**config.mk**
```make
export PLATFORM = sky130hd
export DESIGN_NAME = sbox_scheduler
export DESIGN_NICKNAME = d
export VERILOG_FILES = /design/src/rtl/aes_ctrl_pkg.sv /design/src/rtl/sbox_tag_pipe.sv /design/src/rtl/sbox_scheduler.sv
export SDC_FILE = /design/constraint.sdc
export NUM_CORES = 1
export LEC_CHECK = 0
export CAP_MARGIN = 40
export CORE_UTILIZATION = 45
export CTS_CLUSTER_SIZE = 14
export DETAILED_ROUTE_END_ITERATION = 7
export PLACE_DENSITY = 0.77
export SYNTH_ARGS = -nofsm -noshare
export SYNTH_HDL_FRONTEND = slang
export SYNTH_HIERARCHICAL = 1
export SYNTH_SLANG_ARGS = --single-unit
```
**constraint.sdc**
```tcl
create_clock -name clk -period 2.1 [get_ports clk]
set_clock_uncertainty 0.15 [all_clocks]
set_input_delay 0.525 -clock clk [delete_from_list [all_inputs] [get_ports clk]]
set_output_delay 0.525 -clock clk [all_outputs]
set_load 0.005 [all_outputs]
```
**src/rtl/aes_ctrl_pkg.sv**
```systemverilog
// aes_ctrl_pkg: shared types for the AES round-core control slice.
// Owner enum, S-box tag struct and byte-count constants.
package aes_ctrl_pkg;

  localparam int NB_STATE = 16;
  localparam int NB_KEY   = 4;
  localparam int ST_IW    = $clog2(NB_STATE);
  localparam int KS_IW    = $clog2(NB_KEY);

  typedef enum logic {
    OWN_ST = 1'b0,
    OWN_KS = 1'b1
  } owner_e;

  typedef struct packed {
    logic       valid;
    owner_e     owner;
    logic [3:0] idx;
  } tag_t;

endpackage

```
**src/rtl/sbox_tag_pipe.sv**
```systemverilog
// sbox_tag_pipe: DEPTH-stage shift register, W bits wide, sync clr.
// Ports: clk, rst_n, clr, d in; stg out (all stages, stg[0] newest).
import aes_ctrl_pkg::*;

module sbox_tag_pipe #(
  parameter int W     = $bits(tag_t),
  parameter int DEPTH = 7
) (
  input  logic                      clk,
  input  logic                      rst_n,
  input  logic                      clr,
  input  logic [W-1:0]              d,
  output logic [DEPTH-1:0][W-1:0]   stg
);

  always_ff @(posedge clk or negedge rst_n) begin
    if (!rst_n) begin
      stg <= '0;
    end else if (clr) begin
      stg <= '0;
    end else begin
      stg[0] <= d;
      for (int i = 1; i < DEPTH; i++) begin
        stg[i] <= stg[i-1];
      end
    end
  end

endmodule

```
**src/rtl/sbox_scheduler.sv**
```systemverilog
// sbox_scheduler: round-robin st/ks arbiter feeding the shared masked S-box.
// Ports: st/ks req handshakes, sb_kron_in/sb_in/sb_out, tagged rsp, busy.
import aes_ctrl_pkg::*;

module sbox_scheduler #(
  parameter int SB_LAT    = 4,
  parameter int KRON_LEAD = 2
) (
  input  logic        clk,
  input  logic        rst_n,
  input  logic        abort,
  input  logic        st_req_valid,
  input  logic [15:0] st_req_data,
  output logic        st_req_ready,
  input  logic        ks_req_valid,
  input  logic [15:0] ks_req_data,
  output logic        ks_req_ready,
  output logic [15:0] sb_kron_in,
  output logic [15:0] sb_in,
  input  logic [15:0] sb_out,
  output logic [15:0] rsp_data,
  output logic        st_rsp_valid,
  output logic        ks_rsp_valid,
  output logic [3:0]  rsp_idx,
  output logic        busy,
  output logic        prng_en
);

  localparam int TAG_D = 1 + KRON_LEAD + SB_LAT;
  localparam int DAT_D = 1 + KRON_LEAD;
  localparam int TW    = $bits(tag_t);

  logic             last_ks;
  logic [ST_IW-1:0] st_cnt;
  logic [KS_IW-1:0] ks_cnt;
  logic             gnt_st;
  logic             gnt_ks;
  tag_t             tag_in;
  logic [15:0]      dat_in;
  tag_t             tail;

  logic [TAG_D-1:0][TW-1:0] tag_stg;
  logic [DAT_D-1:0][15:0]   dat_stg;

  // rst_n gates ready so nothing is accepted while reset is held.
  assign gnt_st = rst_n & ~abort & st_req_valid
                & (~ks_req_valid | last_ks);
  assign gnt_ks = rst_n & ~abort & ks_req_valid
                & (~st_req_valid | ~last_ks);

  assign st_req_ready = gnt_st;
  assign ks_req_ready = gnt_ks;

  // Idle cycles push zero data so the S-box
  // never sees stale shares.
  always_comb begin
    tag_in = '0;
    dat_in = '0;
    unique case (1'b1)
      gnt_st: begin
        tag_in.valid = 1'b1;
        tag_in.owner = OWN_ST;
        tag_in.idx   = st_cnt;
        dat_in       = st_req_data;
      end
      gnt_ks: begin
        tag_in.valid = 1'b1;
        tag_in.owner = OWN_KS;
        tag_in.idx   = {{(4-KS_IW){1'b0}}, ks_cnt};
        dat_in       = ks_req_data;
      end
      default: ;
    endcase
  end

  always_ff @(posedge clk or negedge rst_n) begin
    if (!rst_n) begin
      last_ks <= 1'b0;
      st_cnt  <= '0;
      ks_cnt  <= '0;
    end else if (abort) begin
      last_ks <= 1'b0;
      st_cnt  <= '0;
      ks_cnt  <= '0;
    end else begin
      if (gnt_st) begin
        st_cnt  <= st_cnt + 1'b1;
        last_ks <= 1'b0;
      end
      if (gnt_ks) begin
        ks_cnt  <= ks_cnt + 1'b1;
        last_ks <= 1'b1;
      end
    end
  end

  sbox_tag_pipe #(
    .W     (TW),
    .DEPTH (TAG_D)
  ) u_tag (
    .clk   (clk),
    .rst_n (rst_n),
    .clr   (abort),
    .d     (tag_in),
    .stg   (tag_stg)
  );

  sbox_tag_pipe #(
    .W     (16),
    .DEPTH (DAT_D)
  ) u_dat (
    .clk   (clk),
    .rst_n (rst_n),
    .clr   (abort),
    .d     (dat_in),
    .stg   (dat_stg)
  );

  // Middle data stages only feed the delay chain.
  logic unused_dat;
  assign unused_dat = ^dat_stg;

  assign sb_kron_in = dat_stg[0];
  assign sb_in      = dat_stg[KRON_LEAD];

  assign tail = tag_t'(tag_stg[TAG_D-1]);

  assign rsp_data     = tail.valid ? sb_out : 16'h0;
  assign st_rsp_valid = tail.valid & (tail.owner == OWN_ST);
  assign ks_rsp_valid = tail.valid & (tail.owner == OWN_KS);
  assign rsp_idx      = tail.idx;

  always_comb begin
    tag_t t;
    busy = 1'b0;
    for (int i = 0; i < TAG_D; i++) begin
      t    = tag_t'(tag_stg[i]);
      busy = busy | t.valid;
    end
  end

  assign prng_en = busy;

endmodule

```
==> summary.txt <==
Yosys
  – Adder and majority gate portion of the synthesized area: 0.342%
  – Yosys reg bits: 97
  – Synth Area in Compound Gates: 5.03%
  – Syn avg cell area: 13.4 sq um
  – Cells after synthesis: 273
  – Cell Area, Synth: 3650 sq um
  – Top cell type's share of synthesized area: 66.4%
  – Ys Warns: 6
  – Count leader, synth: dfrtp_1
  – Post-Syn Nets: 327
  – Top_reg_cell synth: dfrtp_1
  – Synth cell types: 25
  – Largest family of logic cells by synthesized area: simple AND/OR/NAND/NOR gates
  – Synth cell count leaders: dfrtp_1, nor2b_1, and2_1
  – Post-Synth Simple-Gate Area: 22.7%
  – Synth area leader: dfrtp_1
  – Post-synth EDFFs: 0
  – Post-Synth XOR/XNOR Area: 0%
  – Post-synth ARST share: 100%
  – Top cells by area, synth: dfrtp_1, nor2b_1, a22o_1, and2_1, buf_6
  – Mux cell area share after synthesis: roughly 1.7%
  – Sequential area share after synthesis: 66.4%

Worst setup path
  – Crit path kind: reg2out
  – Worst path cell trace: nor3_2 -> nand2_1 -> buf_4 -> buf_6
  – Worst Setup End Kind: output pin
  – Worst EP required: 1.42 ns
  – Worst reg2reg path endpoint: u_dat/stg[4]$_DFF_PN0_
  – Worst Reg2Reg Path Length in Cells: 5
  – Critical path fanouts, max: 3
  – Biggest cell delay along the critical path: 0.45 ns
  – R2r startpoint: last_ks$_DFFE_PN0P_
  – CP Data Arrival Time: 1.37 ns
  – R2R Setup Slk: around 0.46 ns
  – Slowest-stage cell, CP: dfrtp_1
  – Startpoint type of the worst setup path: flop

Routing
  – Drt first pass iters: 4
  – DR vias: 2292
  – DR DRC count: 0
  – Total wire length: 6580 um
  – Average wire per standard cell: 13.1 um
  – Antenna-violating nets left: 0
  – Iteration-0 DRC Markers: just over 90
  – Vias per inst: 4.57

Floorplan
  – Die Y: ~92 um
  – Starting Density: 46.8%
  – Die width: just over 90 um
  – Core Region: 7810 sq um
  – Rows: 32
  – Area of the die: 8480 sq um
  – Ports: around 110

Power
  – Sequential share of power: 54.7%
  – Clock network power share: roughly 37%
  – P_leak: about 2.5 nW
  – Sw frac: a little over a fifth
  – Psw: 0.000751 W
  – Comb power frac: 8.1%
  – Internal power: approximately 0.0027 W
  – PD cells: 686 nW/um^2
  – Max VDD drop: 0.000374 V

Cells and area
  – Design area: 5080 sq um
  – Diodes inserted: 0
  – Ratio of cells with drive above 1 in the final layout: between 10% and 20%
  – Synth-to-layout area growth: 39.0%
  – Area of the multi-input gates: 1100 sq um
  – Filler Cell Count: just under 600
  – Layout Nets: between 400 and 500
  – Register area: 2430 sq um

STA
  – Final setup violation count: 0
  – Final period utilization: 97.4%
  – Final min period: roughly 2 ns
  – Worst-margin pin slew: about 0.7 ns
  – Max Clk Rate: 489 MHz
  – Rel. slew slack: 54.0%
  – Hold_ws: 0.0966 ns
  – RSZ-0062 raised after global routing: true
  – Final max-slew violation count: 0
  – Hold Violations, Final: 0

Clocking
  – Root Driver: clkbuf_8
  – Clk Latency, worst-skew pair: around 0.35 ns
  – Total CTS buffers: 9
  – Max H-tree Level: 3
  – CTS sink cnt: 97
  – CTS max path bufs: 2
  – Clk slew on worst S/H paths: ~0.090 ns
  – CTS tree: built
  – Hold buffer count at CTS: 0

Run
  – Max-cap violations: 0

Placed design
  – Placer congestion estimate: roughly 0.76
  – Dpl hpwl: 4490 um
  – Port bufs: 110
  – Post-DP Area: 4860 sq um

Global routing
  – First-pass GRT wire length: 10700 um
  – Pin count of the biggest net entering global routing: 100
  – Initial antenna violation count: 0
  – Total congestion overflow: 0
  – GRT Overall Usage: 16.5%
  – Vias in the first global route: 2165

Worst hold path
  – Worst hold-check path type: in2async

Status
  – Outcome: complete, no violations
-- worst max-delay path by stage --
stage	startpoint	endpoint	cells past startpoint
floorplan	abort	st_req_ready	5
global placement	ks_req_valid	ks_req_ready	4
detailed placement	ks_req_valid	ks_req_ready	4
CTS	u_tag/stg[35]$_DFF_PN0_	prng_en	5
global route	u_tag/stg[17]$_DFF_PN0_	prng_en	4
finish	u_tag/stg[41]$_DFF_PN0_	prng_en	4
-- registers in the layout (all words and copies together) (netlist names) --
name and cells:
u_dat/stg 48, last_ks 1, ks_cnt 2, u_tag/stg 42, st_cnt 4
-- worst max-delay path, delay by kind of cell (launching register included) --
| kind | cells | cell delay, ns |
|---|---|---|
| DFF | 1 | 0.45 |
| and+or+nand+nor | 2 | 0.32 |
| buffers and inverters | 2 | 0.26 |
-- what timing repair did --
action,CTS,global route
setup buffers,4,1
pin swaps,2,2
resized for setup,38,12
cloned,0,0
endpoints found under the setup margin,22,9
-- per-stage QoR --
stage                     cells  setup TNS (ns)  power, W  setup slack, ns  util, %
after floorplan             273               0   0.00203            0.257        -
after global placement      480           -5.72   0.00221           -0.409     61.9
after detailed placement    481           -6.00   0.00222           -0.437     62.2
after CTS                   501          -0.113   0.00352           -0.113     65.2
after global routing        501         -0.0857   0.00363          -0.0496     65.1
final                       501               0   0.00349           0.0548     65.1
-- routing by layer --
| metal | vias to the layer above | part of all wire, % | GRT usage (%) |
|---|---|---|---|
| li1 | 1105 | - | - |
| met1 | 1108 | 43 | 21.6 |
| met2 | 70 | 51 | 26.7 |
| met3 | 9 | 4.4 | 3.98 |
| met4 | 0 | 1.6 | 6.25 |
| met5 | - | 0 | 0 |
-- placed cells by master (no fill, tap or decap), types with 3 or more instances in the layout --
| cell type | Yosys | layout |
|---|---|---|
| a22o_1 | 18 | 18 |
| and2_1 | 21 | 20 |
| buf_4 | 3 | 15 |
| buf_6 | 7 | 4 |
| clkbuf_2 | 0 | 6 |
| clkbuf_8 | 0 | 9 |
| clkdlybuf4s50_1 | 0 | 84 |
| dfrtp_1 | 97 | 97 |
| dlygate4sd2_1 | 0 | 15 |
| mux2_2 | 3 | 3 |
| mux2i_1 | 3 | 3 |
| nand2b_1 | 4 | 4 |
| nor2b_1 | 94 | 94 |
-- power by group through the flow --
stage / clock (W) / sequential, W / combinational, W
2_1_floorplan: 0 / 0.00194 / 0.0000952
6_report: 0.00130 / 0.00191 / 0.000283
3_3_place_gp: 0 / 0.00194 / 0.000271
4_1_cts: 0.00133 / 0.00191 / 0.000286
5_1_grt: 0.00141 / 0.00191 / 0.000311
3_5_place_dp: 0 / 0.00194 / 0.000283
-- layout make-up --
class,instances,share of cell area (%)
clock buffer,10,2.51
timing repair buffer,127,23.7
sequential,97,47.8
multi-input combinational,159,21.7
clock inverter,6,1.77
tap,102,2.51
-- cells by family after synthesis --
group	Yosys count
compound gates	21
fa+ha+maj	1
buf+inv	17
flops	97
mux	6
simple gates	131
No activity file was read; power rests on OpenSTA's default activity.
